File: config.mk
export PLATFORM = sky130hd
export DESIGN_NAME = mirror_router_flat
export DESIGN_NICKNAME = d
export VERILOG_FILES = /design/src/rtl/mirror_router_if.sv /design/src/rtl/mirror_router.sv /design/src/flat_wrapper.sv
export SDC_FILE = /design/constraint.sdc
export NUM_CORES = 1
export LEC_CHECK = 0
export ABC_AREA = 1
export BUFFER_PORTS_ARGS = -buffer_cell sky130_fd_sc_hd__buf_2
export CAP_MARGIN = 10
export CORE_AREA = 2 2 156 158
export DETAILED_ROUTE_END_ITERATION = 10
export DIE_AREA = 0 0 158 160
export GPL_TIMING_DRIVEN = 0
export PLACE_DENSITY = 0.82
export SETUP_SLACK_MARGIN = 0.2
export SYNTH_ARGS = -nofsm -noshare
export SYNTH_HDL_FRONTEND = slang
export SYNTH_SLANG_ARGS = --single-unit
File: constraint.sdc
create_clock -name clk -period 3.8 [get_ports clk]
set_input_delay 0.38 -clock clk [delete_from_list [all_inputs] [get_ports clk]]
set_output_delay 0.38 -clock clk [all_outputs]
set_load 0.01 [all_outputs]
File: src/rtl/mirror_router_if.sv
`default_nettype none
// ============================================================================
// mirror_router_if : frame-strobed sample and routing-config bus for
//                    mirror_router. cfg_crush exists only with
//                    MIRROR_ROUTER_CRUSH_EN defined.
// Revision: 1.0
// ============================================================================
interface mirror_router_if #(
    parameter int W       = 16,
    parameter int N_CH    = 4,
    parameter int SHIFT_W = 3
);
    localparam int SI = (N_CH > 1) ? $clog2(N_CH) : 1;

    logic                          sample_clk;
    logic [N_CH*W-1:0]             sample_in;
    logic [N_CH*SI-1:0]            cfg_src;
    logic [N_CH*(SHIFT_W+1)-1:0]   cfg_shift;
    logic [N_CH-1:0]               cfg_mute;
    logic [7:0]                    jack;
`ifdef MIRROR_ROUTER_CRUSH_EN
    logic [N_CH*4-1:0]             cfg_crush;
`endif
    logic [N_CH*W-1:0]             sample_out;
    logic                          busy;
    logic                          frame_valid;
    logic                          overrun;

`ifdef MIRROR_ROUTER_CRUSH_EN
    modport master (
        output sample_clk, sample_in, cfg_src, cfg_shift, cfg_mute, jack, cfg_crush,
        input  sample_out, busy, frame_valid, overrun
    );
    modport slave (
        input  sample_clk, sample_in, cfg_src, cfg_shift, cfg_mute, jack, cfg_crush,
        output sample_out, busy, frame_valid, overrun
    );
`else
    modport master (
        output sample_clk, sample_in, cfg_src, cfg_shift, cfg_mute, jack,
        input  sample_out, busy, frame_valid, overrun
    );
    modport slave (
        input  sample_clk, sample_in, cfg_src, cfg_shift, cfg_mute, jack,
        output sample_out, busy, frame_valid, overrun
    );
`endif
endinterface
`default_nettype wire

File: src/rtl/mirror_router.sv
`default_nettype none
// ============================================================================
// mirror_router : per-frame N-channel sample router with power-of-two gain,
//                 saturation and mute through one shared per-clk shifter.
//                 Optional bit-crush stage: MIRROR_ROUTER_CRUSH_EN.
// Revision: 1.0
// ============================================================================
module mirror_router #(
    parameter int W       = 16,
    parameter int N_CH    = 4,
    parameter int SHIFT_W = 3
) (
    input  logic           clk,
    input  logic           rst,
    mirror_router_if.slave bus
);
    localparam int SI = (N_CH > 1) ? $clog2(N_CH) : 1;
    localparam int CW = SI;
    localparam int KW = SHIFT_W + 1;
    localparam int WL = W + (1 << SHIFT_W);
    localparam int AW = $clog2(W);
    localparam logic signed [W-1:0] SAT_MAX = {1'b0, {(W-1){1'b1}}};
    localparam logic signed [W-1:0] SAT_MIN = {1'b1, {(W-1){1'b0}}};

    typedef enum logic [1:0] {
        S_IDLE   = 2'd0,
        S_PROC   = 2'd1,
        S_COMMIT = 2'd2
    } state_t;

    state_t              state_q, state_d;
    logic                sclk_q;
    logic [CW-1:0]       ch_q, ch_d;
    logic [N_CH*W-1:0]   in_q;
    logic [N_CH*SI-1:0]  src_q;
    logic [N_CH*KW-1:0]  shift_q;
    logic [N_CH-1:0]     mute_q;
    logic [7:0]          jack_q;
`ifdef MIRROR_ROUTER_CRUSH_EN
    logic [N_CH*4-1:0]   crush_q;
    logic [3:0]          c_f;
    logic [AW-1:0]       camt;
`endif
    logic [N_CH*W-1:0]   stage_q, stage_d;
    logic [N_CH*W-1:0]   out_q, out_d;
    logic                fv_q, fv_d;
    logic                ovr_q, ovr_d;
    logic                rise;
    logic                capture;

    logic [SI-1:0]       src_f;
    logic signed [KW-1:0] k_f;
    logic                src_ok;
    int                  src_idx;
    int                  k_int;
    int                  mag;
    logic [AW-1:0]       amt;
    logic signed [W-1:0] x_sel;
    logic signed [W-1:0] rsh;
    logic signed [WL-1:0] x_ext;
    logic signed [WL-1:0] lsh;
    logic [WL-W:0]       lsh_hi;
    logic signed [W-1:0] g_val;
    logic signed [W-1:0] y_val;

    assign rise = bus.sample_clk & ~sclk_q;

    // Shared datapath: evaluates the channel selected by ch_q from the snapshot.
    always_comb begin
        src_f   = src_q[int'(ch_q)*SI +: SI];
        k_f     = shift_q[int'(ch_q)*KW +: KW];
        src_ok  = (int'(src_f) < N_CH) && jack_q[src_f];
        src_idx = src_ok ? int'(src_f) : 0;
        x_sel   = src_ok ? in_q[src_idx*W +: W] : '0;

        k_int = int'(k_f);
        mag   = (k_int < 0) ? -k_int : k_int;
        amt   = (mag > W - 1) ? AW'(W - 1) : AW'(mag);

        x_ext  = {{(WL-W){x_sel[W-1]}}, x_sel};
        rsh    = x_sel >>> amt;
        lsh    = x_ext <<< amt;
        lsh_hi = lsh[WL-1:W-1];

        // Any disagreement among the bits above the output sign means lost magnitude.
        if (k_int < 0) begin
            g_val = rsh;
        end else if (k_int == 0) begin
            g_val = x_sel;
        end else if ((lsh_hi == '0) || (lsh_hi == '1)) begin
            g_val = lsh[W-1:0];
        end else begin
            g_val = lsh[WL-1] ? SAT_MIN : SAT_MAX;
        end

`ifdef MIRROR_ROUTER_CRUSH_EN
        c_f   = crush_q[int'(ch_q)*4 +: 4];
        camt  = (int'(c_f) > W - 1) ? AW'(W - 1) : AW'(c_f);
        y_val = (g_val >>> camt) <<< camt;
`else
        y_val = g_val;
`endif
        if (mute_q[ch_q]) begin
            y_val = '0;
        end
    end

    always_comb begin
        state_d = state_q;
        ch_d    = ch_q;
        stage_d = stage_q;
        out_d   = out_q;
        fv_d    = 1'b0;
        capture = 1'b0;
        // COMMIT also counts as busy, so a rise there is dropped as an overrun.
        ovr_d   = ovr_q | (rise & (state_q != S_IDLE));

        case (state_q)
            S_IDLE: begin
                if (rise) begin
                    capture = 1'b1;
                    ch_d    = '0;
                    state_d = S_PROC;
                end
            end
            S_PROC: begin
                stage_d[int'(ch_q)*W +: W] = y_val;
                if (int'(ch_q) == N_CH - 1) begin
                    ch_d    = '0;
                    state_d = S_COMMIT;
                end else begin
                    ch_d = ch_q + CW'(1);
                end
            end
            S_COMMIT: begin
                out_d   = stage_q;
                fv_d    = 1'b1;
                state_d = S_IDLE;
            end
            default: begin
                state_d = S_IDLE;
            end
        endcase
    end

    always_ff @(posedge clk or negedge rst) begin
        if (!rst) begin
            state_q <= S_IDLE;
            sclk_q  <= 1'b0;
            ch_q    <= '0;
            in_q    <= '0;
            src_q   <= '0;
            shift_q <= '0;
            mute_q  <= '0;
            jack_q  <= '0;
`ifdef MIRROR_ROUTER_CRUSH_EN
            crush_q <= '0;
`endif
            stage_q <= '0;
            out_q   <= '0;
            fv_q    <= 1'b0;
            ovr_q   <= 1'b0;
        end else begin
            state_q <= state_d;
            sclk_q  <= bus.sample_clk;
            ch_q    <= ch_d;
            stage_q <= stage_d;
            out_q   <= out_d;
            fv_q    <= fv_d;
            ovr_q   <= ovr_d;
            if (capture) begin
                in_q    <= bus.sample_in;
                src_q   <= bus.cfg_src;
                shift_q <= bus.cfg_shift;
                mute_q  <= bus.cfg_mute;
                jack_q  <= bus.jack;
`ifdef MIRROR_ROUTER_CRUSH_EN
                crush_q <= bus.cfg_crush;
`endif
            end
        end
    end

    assign bus.sample_out  = out_q;
    assign bus.busy        = (state_q != S_IDLE);
    assign bus.frame_valid = fv_q;
    assign bus.overrun     = ovr_q;

endmodule
`default_nettype wire

File: src/flat_wrapper.sv
// flat-port wrapper written by rule: the top's interface ports become plain ports
module mirror_router_flat 
#(
    parameter int W       = 16,
    parameter int N_CH    = 4,
    parameter int SHIFT_W = 3
)
  (clk, rst, bus_sample_clk, bus_sample_in, bus_cfg_src, bus_cfg_shift, bus_cfg_mute, bus_jack, bus_sample_out, bus_busy, bus_frame_valid, bus_overrun);
  mirror_router_if #(.W(W), .N_CH(N_CH), .SHIFT_W(SHIFT_W)) bus_i ();
  input  logic clk;
  input  logic rst;
  input wire logic [$bits(bus_i.sample_clk)-1:0] bus_sample_clk;
  input wire logic [$bits(bus_i.sample_in)-1:0] bus_sample_in;
  input wire logic [$bits(bus_i.cfg_src)-1:0] bus_cfg_src;
  input wire logic [$bits(bus_i.cfg_shift)-1:0] bus_cfg_shift;
  input wire logic [$bits(bus_i.cfg_mute)-1:0] bus_cfg_mute;
  input wire logic [$bits(bus_i.jack)-1:0] bus_jack;
  output wire logic [$bits(bus_i.sample_out)-1:0] bus_sample_out;
  output wire logic [$bits(bus_i.busy)-1:0] bus_busy;
  output wire logic [$bits(bus_i.frame_valid)-1:0] bus_frame_valid;
  output wire logic [$bits(bus_i.overrun)-1:0] bus_overrun;
  assign bus_i.sample_clk = bus_sample_clk;
  assign bus_i.sample_in = bus_sample_in;
  assign bus_i.cfg_src = bus_cfg_src;
  assign bus_i.cfg_shift = bus_cfg_shift;
  assign bus_i.cfg_mute = bus_cfg_mute;
  assign bus_i.jack = bus_jack;
  assign bus_sample_out = bus_i.sample_out;
  assign bus_busy = bus_i.busy;
  assign bus_frame_valid = bus_i.frame_valid;
  assign bus_overrun = bus_i.overrun;
  mirror_router #(.W(W), .N_CH(N_CH), .SHIFT_W(SHIFT_W)) u_core (.clk(clk), .rst(rst), .bus(bus_i));
endmodule
==> flow_summary.ini, run 1 <==
[critical_path]
start_kind = flop
cp.arrival_ns = 4.24
rr_startpoint = u_core.ch_q[0]
rr_worst_depth = 26
cp-end-kind = flop
r2r_end = u_core.stage_q[1]
cp-endpoint = u_core.stage_q[1]
required_ns = 4.24
cp_max_fo = 7
critPathKind = reg -> reg
ff2ff_setup_slack_ns = 0.002
crit_start = u_core.ch_q[0]

[sta]
slew_headroom = -0.00806
setup_viol_count_final = 0
max_freq_mhz = 263
worstMarginPinSlew_ns = 1.51
hold_viol = 0
post-route-period-util = 1.00
slew_violations = 10
finClkSkew_ns = 0.0183
rsz0062_at_grt = true
fin_crit_ns = 3.80
setup_tns_ns = 0

[cells_and_area]
fill_cells = 1926
nets = 1864
area_growth_syn_to_layout_pct = 28.3
n_antenna_cell = 0
final_cell_mix = 454 x nand2_1, 229 x dfrtp_1, 175 x buf_2, 119 x inv_1, 64 x nand3_1
drive_gt1_frac = 0.321
fin_util = 0.664
layout_commonest_cell = nand2_1

[synth]
syn-instance-count = 1504
ys_ff_latch = 231
syn_area_um2 = 12300
avgSynthCellArea_um2 = 8.20
synth-seq-area-share = 0.469
synth_nets = 1614
synth_cell_types = 47
yosysWarnings = 0

[die]
ios = 170
initial_core_util = 0.517
fp-row-count = 57
fp.dieW_um = 158
core_um2 = 23800
fp.dieArea_um2 = 25300
fp.dieH_um = 160

[status]
violations = slew limit
status = finished, violations left

[clock_tree]
clk_pin_slew_ns = 0.07
htree_levels = 1
cts-root-buf = clkbuf_16
clock-sinks = 231
numCtsBuffers = 25
cts_tree = built
clockBufferDepth = 3
clk_latency_ns = 0.54

[grt]
antenna_found_initial = 0
grt-ovfl-total = 0
grt_max_degree = 91
grt_pass1_wl_mm = 59.6
grt_pass1_vias = 11300
grt_usage = 0.297

[worst_hold_path]
min_path_type = in -> reg
min-delay-start = bus_sample_in[45]

[placed_design]
dpl.hpwl_mm = 27.9
gp_congestion = 0.991
port_buffers = 165

[detailed_routing]
wl_mm = 37.9
routed-via-count = 11500
drtIter0Drc = 707
firstDrtPassIters = 6
drc = 0
antenna_left = 0
via_per_inst = 5.47
routedWlPerCell_um = 18.1

[run]
maxCapViolations = 0
## flip-flops by register name, indices dropped and copies added, names as in the netlist
name	flops
u_core.src_q	8
u_core.bus.sample_out	64
u_core.bus.frame_valid	1
u_core.shift_q	16
u_core.state_q	2
u_core.mute_q	4
u_core.ch_q	2
u_core.sclk_q	1
u_core.jack_q	4
u_core.bus.overrun	1
u_core.in_q	64
u_core.stage_q	64
## cell families (layout without fill, tap and decap cells)
group                    after synthesis  after routing  share of synthesized area
XOR/XNOR                               1              1                    0.00132
flip-flops                           231            231                      0.469
buffers and inverters                217            486                     0.0754
multiplexers                          63             63                     0.0576
adder cells (fa/ha/maj)                7              7                    0.00711
AO/OA/AOI/OAI                        201            201                      0.101
AND/OR/NAND/NOR                      784            784                      0.288
## worst min path at each step
stage	end	slack, ns	cells past startpoint
6_report	u_core.in_q[45]	0.07	2
5_1_grt	u_core.shift_q[6]	0.07	2
4_1_cts	u_core.in_q[49]	0.06	2
3_5_place_dp	u_core.bus.sample_out[7]	0.32	1
3_3_place_gp	u_core.bus.overrun	0.44	1
2_1_floorplan	u_core.bus.frame_valid	0.08	0
## repair_timing
action / in CTS / in global routing
hold buffers: 2 / 0
resized for setup: 110 / 103
cloned: 5 / 0
pin swaps: 35 / 44
setup buffers: 28 / 21
endpoints found under the setup margin: 60 / 60
endpoints found under the hold margin: 55 / 0
## critical path, stage by stage, from the launching register on
cell and delay (ns):
dfrtp_2 0.44, buf_8 0.15, inv_8 0.07, buf_8 0.11
nand2_4 0.04, a32oi_4 0.27, inv_4 0.07, buf_8 0.13
ha_4 0.14, or2_4 0.25, xnor2_4 0.27, inv_4 0.11
buf_6 0.15, nand3_2 0.08, nand3_1 0.08, nand2_1 0.11
nand2_1 0.07, nor2_2 0.13, nand2_2 0.08, a21oi_4 0.24
buf_6 0.15, buf_16 0.13, nand2_4 0.05, nand2_4 0.08
buf_4 0.12, nand2_2 0.05, o22ai_2 0.10
## through the flow
stage          area (um^2)  hold slack [ns]  std cells  worst slack, ns
4_1_cts              15200           0.0583       2076           0.0456
6_report             15800           0.0712       2097          0.00182
5_1_grt              15800           0.0672       2097           -0.168
2_1_floorplan        12400           0.0844       1504            0.203
3_3_place_gp         13600            0.438       1993            -1.48
3_5_place_dp         13700            0.319       1995           -0.840
## cells in the mapped netlist (all sizes together)
master / count / area share
a21o: 1 / 0.00061
a21oi: 51 / 0.022
a22o: 1 / 0.00071
a31o: 1 / 0.00071
a31oi: 13 / 0.0066
a32o: 2 / 0.0016
a32oi: 2 / 0.0020
and2: 1 / 0.00051
buf: 46 / 0.023
clkbuf: 39 / 0.012
clkinv: 1 / 0.00041
dfrtp: 231 / 0.47
ha: 7 / 0.0071
inv: 131 / 0.040
mux2: 63 / 0.058
nand2: 544 / 0.18
nand3: 124 / 0.061
nand3b: 2 / 0.0012
nand4: 46 / 0.028
nor2: 63 / 0.020
nor3: 1 / 0.00041
o211ai: 22 / 0.013
o21a: 7 / 0.0043
o21ai: 52 / 0.021
o21bai: 30 / 0.018
o221ai: 1 / 0.00071
o22ai: 17 / 0.0086
o31ai: 1 / 0.00061
or2: 3 / 0.0015
xnor2: 1 / 0.0013
## area by class of cell
class	instances	area, um^2	area share
well taps	324	405	0.0256
inverters	132	515	0.0326
flip-flops and latches	231	5780	0.366
clock inverters	14	205	0.0130
multi-input cells	1056	6310	0.399
plain buffers	85	538	0.0340
clock buffers	32	662	0.0419
repair buffers	223	1390	0.0879
## metal layers
layer	track usage	up-vias	share of wire	wire, um
met5	0	-	0	0
met4	0.133	0	0.053	2000
met3	0.0285	125	0.053	2000
met2	0.509	506	0.49	18600
met1	0.381	5426	0.40	15300
li1	-	5423	-	-
Power of run 1 is left out: the tool's default activity adds up to more than one toggle a clock period on the data nets, which glitch-free logic cannot reach.
==> run 2: changes to the inputs <==
Settings changed: CORE_AREA 2 2 156 158 to 2 2 149 151, DIE_AREA 0 0 158 160 to 0 0 151 153, PLACE_DENSITY 0.82 to 0.85.
Clock period 3.8 ns to 4.1 ns, I/O delays scaled along.
==> run 2 against run 1 <==
  * The run now ends clean
  * Worst hold slack worse by 0.044 ns
  * Via count up 1.4%
  * Design area decreased by 4.1%
  * Die area shrank 8.6%
  * Core utilization increased by 4.2 points
==> flow_summary.ini, run 2 (synthesized netlist as in run 1, its figures left out) <==
[critical_path]
cpLargestDelayFamily = simple AND/OR/NAND/NOR gates
start_kind = flop
cp_cell_sequence = buf_6 -> inv_8 -> buf_8 -> nand2_2 -> a32oi_4 -> inv_4 -> buf_8 -> ha_1 -> or2_4 -> xnor2_4 -> inv_4 -> buf_6 -> nand3_2 -> nand2_2 -> a21oi_2 -> nand2_2 -> nor2_2 -> nand2_2 -> a21oi_4 -> buf_4 -> nand2_1 -> nand2_2 -> nand4_1 -> o21bai_1
ff2ff_setup_slack_ns = 0.24
required_ns = 4.54
cpMostUsedCell = nand2_2
slowest_delay_ns = 0.43
cp-end-kind = flop
cp.arrival_ns = 4.30
slowest_stage = dfrtp_2
critPathBufInv = 8
cp_max_fo = 8
critPathKind = reg -> reg

[detailed_routing]
wl_mm = 36.5
drtIter0Drc = 1042
routedWlPerCell_um = 18.0
wl_met2_mm = 17.5
wl_met1_mm = 14.2
via_per_inst = 5.74
firstDrtPassIters = 6
routed-via-count = 11600
drc = 0
routed.top_layer = met4
antenna_left = 0
wl_met3_mm = 2.90

[worst_hold_path]
min_path_type = in -> reg

[clock_tree]
clock-sinks = 231
cts-root-buf = clkbuf_16
clk_pin_slew_ns = 0.06
htree_levels = 1
clk_latency_ns = 0.53
cts_tree = built
numCtsBuffers = 24
clockBufferDepth = 3

[sta]
slew_violations = 0
max_freq_mhz = 259
worstMarginPinSlew_ns = 1.22
slew_headroom = 0.184
setup_tns_ns = 0
rsz0062_at_grt = true
setup_viol_count_final = 0
finClkSkew_ns = 0.0107
hold_viol = 0
post-route-period-util = 0.940
fin_crit_ns = 3.86

[die]
ios = 170
fp-row-count = 54
initial_core_util = 0.574
core_um2 = 21500
fp.dieW_um = 151
fp.dieArea_um2 = 23100
fp.dieH_um = 153

[grt]
grt_pass1_vias = 11100
grt_usage = 0.313
antenna_found_initial = 0
grt_pass1_wl_mm = 57.2
grt-ovfl-total = 0
grt_max_degree = 100

[cells_and_area]
final_cells = 2027
layout_commonest_cell = nand2_1
fin_area_um2 = 15200
multiInputGateArea_um2 = 6050
nets = 1840
seq_area_um2 = 5780
area_growth_syn_to_layout_pct = 23.0
final_cell_mix = 472 x nand2_1, 229 x dfrtp_1, 177 x buf_2, 121 x inv_1, 76 x nand3_1
n_antenna_cell = 0
fill_cells = 1594
drive_gt1_frac = 0.286

[run]
maxCapViolations = 0

[status]
status = finished, final reports clean

[placed_design]
dpl_cell_area_um2 = 13600
gp_congestion = 1.03
place_inst = 1951
dpl.hpwl_mm = 26.6
port_buffers = 165
run 2: cell types whose count changed in the layout (fill, tap and decap cells not counted), sizes merged:
cell	previous run	this run
bufinv	4	2
clkbuf	75	76
inv	134	133
clkinv	6	5
dlygate4sd3	2	1
clkinvlp	2	0
buf	263	243
run 2: layout make-up:
type	count	share of cell area
Tap cell	280	0.0231
Buffer	85	0.0338
Multi-Input combinational cell	1056	0.399
Timing Repair Buffer	200	0.0776
Inverter	132	0.0340
Clock inverter	8	0.00693
Clock buffer	35	0.0443
Sequential cell	231	0.381
run 2: layer usage:
metal / up-vias / track usage
met5: - / 0
met4: 0 / 0.141
met3: 151 / 0.0522
met2: 650 / 0.514
met1: 5471 / 0.408
li1: 5371 / -
run 2: stage by stage:
| stage | setup WS (ns) | hold slack (ns) | utilization |
|---|---|---|---|
| final | 0.244 | 0.0276 | 0.706 |
| after global routing | 0.0809 | 0.0114 | 0.706 |
| after CTS | 0.221 | 0.00558 | 0.681 |
| after detailed placement | -0.779 | 0.348 | 0.631 |
| after global placement | -1.22 | 0.437 | 0.628 |
| after floorplan | 0.300 | 0.114 | - |
run 2: final timing paths:
path / from / to / cells after the start
setup / recovery: u_core.ch_q[0] / u_core.stage_q[25] / 24
max in group asynchronous: rst / u_core.in_q[43] / 4
min in group asynchronous: rst / u_core.bus.sample_out[6] / 2
hold / removal: bus_sample_clk / u_core.sclk_q / 1
hold reg to reg: u_core.bus.overrun / u_core.bus.overrun / 1
setup reg to reg: u_core.ch_q[0] / u_core.stage_q[25] / 24
run 2: repair_timing:
action | in CTS | in global routing
hold endpoints to repair | 52 | 0
gates cloned | 1 | 1
buffers inserted | 10 | 20
endpoints found under the setup margin | 60 | 60
hold buffers | 1 | 0
gates resized for setup | 42 | 108
pin swaps | 11 | 32
Power of run 2 is left out for the same reason.
==> run 3: changes to the inputs <==
Settings changed: CORE_AREA 2 2 149 151 to 2 2 206 208, CTS_CLUSTER_DIAMETER set to 100, DIE_AREA 0 0 151 153 to 0 0 208 210, PLACE_DENSITY 0.85 to 0.57.
==> run 3 against run 2 <==
  * Core utilization down 32 points
  * Maximum frequency up 1.4%
  * Via count down 4.2%
  * Sequential cell count unchanged
  * Non-clock buffer count up 6
  * Sequential share of layout area down 1.7 points
  * First-iteration DRC count down 31%
  * Routed wire length up 10%
  * Critical endpoint is now u_core.stage_q[54]
  * Largest cell class unchanged
  * Highest routed layer unchanged
==> flow_summary.ini, run 3 (synthesized netlist as in run 1, its figures left out) <==
[critical_path]
start_kind = flop
critPathBufInv = 9
slowest_delay_ns = 0.44
required_ns = 4.57
cp-end-kind = flop
cp.arrival_ns = 4.27
cp_max_fo = 10
slowest_stage = dfrtp_2
critPathKind = reg -> reg
cpLargestDelayFamily = simple AND/OR/NAND/NOR gates

[worst_hold_path]
min_path_type = in -> reg

[placed_design]
dpl_cell_area_um2 = 13900
gp_congestion = 0.948
dpl.hpwl_mm = 31.1
port_buffers = 165

[detailed_routing]
via_per_inst = 4.86
routed-via-count = 11200
antenna_left = 0
drtIter0Drc = 720
routedWlPerCell_um = 17.5
wl_mm = 40.2
firstDrtPassIters = 5
drc = 0

[clock_tree]
cts_tree = built
clk_pin_slew_ns = 0.06
numCtsBuffers = 26
clock-sinks = 231
cts-root-buf = clkbuf_16
clk_latency_ns = 0.54
htree_levels = 1
clockBufferDepth = 3

[die]
initial_core_util = 0.297
fp-row-count = 75
ios = 170
core_um2 = 41500
fp.dieH_um = 210
fp.dieArea_um2 = 43700
fp.dieW_um = 208

[cells_and_area]
layout_commonest_cell = nand2_1
fill_cells = 4332
area_growth_syn_to_layout_pct = 28.8
drive_gt1_frac = 0.295
fin_area_um2 = 15900
fin_util = 0.383
n_antenna_cell = 0
nets = 1848
final_cell_mix = 472 x nand2_1, 229 x dfrtp_1, 178 x buf_2, 121 x inv_1, 76 x nand3_1

[sta]
finClkSkew_ns = 0.00910
rsz0062_at_grt = true
fin_crit_ns = 3.80
post-route-period-util = 0.928
slew_headroom = 0.253
max_freq_mhz = 263
hold_viol = 0
worstMarginPinSlew_ns = 1.12
slew_violations = 0
setup_viol_count_final = 0

[run]
maxCapViolations = 0

[grt]
grt_max_degree = 100
grt_pass1_vias = 10900
antenna_found_initial = 0
grt-ovfl-total = 0
grt_pass1_wl_mm = 61.8
grt_usage = 0.179

[status]
status = finished, final reports clean
## run 3: stage by stage
stage / setup TNS [ns] / std cells / setup slack, ns / hold slack, ns
floorplan: 0 / 1504 / 0.300 / 0.114
global placement: -392.89 / 2208 / -1.52 / 0.439
detailed placement: -48.39 / 2210 / -0.937 / 0.348
CTS: 0 / 2277 / 0.201 / 0.0753
global route: 0 / 2297 / 0.137 / 0.0793
finish: 0 / 2297 / 0.296 / 0.0930
## run 3: metal layers
metal  GRT usage  part of all wire  up-vias  routed length (um)
li1            -                 -     5404                   -
met1       0.248              0.46     5334               18300
met2       0.290              0.46      339               18500
met3      0.0237             0.049       75                1950
met4      0.0567             0.035        0                1420
met5           0                 0        -                   0
## run 3: area by class of cell
cell class	count	area (um^2)	area share
Buffer	85	541	0.0341
Clock buffer	34	741	0.0467
Clock inverter	14	219	0.0138
Inverter	132	523	0.0329
Multi-Input combinational cell	1056	6170	0.388
Sequential cell	231	5780	0.364
Tap cell	539	674	0.0425
Timing Repair Buffer	206	1230	0.0773
## run 3: worst paths after layout
| path | startpoint | endpoint | slack [ns] | cells past startpoint |
|---|---|---|---|---|
| max in group asynchronous | rst | u_core.in_q[8] | 2.50 | 4 |
| setup / recovery | u_core.ch_q[0] | u_core.stage_q[54] | 0.30 | 25 |
| hold / removal | bus_sample_in[43] | u_core.in_q[43] | 0.09 | 2 |
| setup reg to reg | u_core.ch_q[0] | u_core.stage_q[54] | 0.30 | 25 |
| min in group asynchronous | rst | u_core.bus.sample_out[8] | 0.37 | 2 |
| hold reg to reg | u_core.bus.sample_out[37] | u_core.bus.sample_out[37] | 0.46 | 2 |
## run 3: timing repair
| item | in CTS | in global routing |
|---|---|---|
| endpoints found under the hold margin | 51 | 0 |
| gates cloned | 1 | 0 |
| gates resized for setup | 54 | 122 |
| buffers inserted | 16 | 20 |
| hold buffers | 2 | 0 |
| setup endpoints to repair | 60 | 59 |
| pin swaps | 12 | 42 |
Power of run 3 is left out for the same reason.
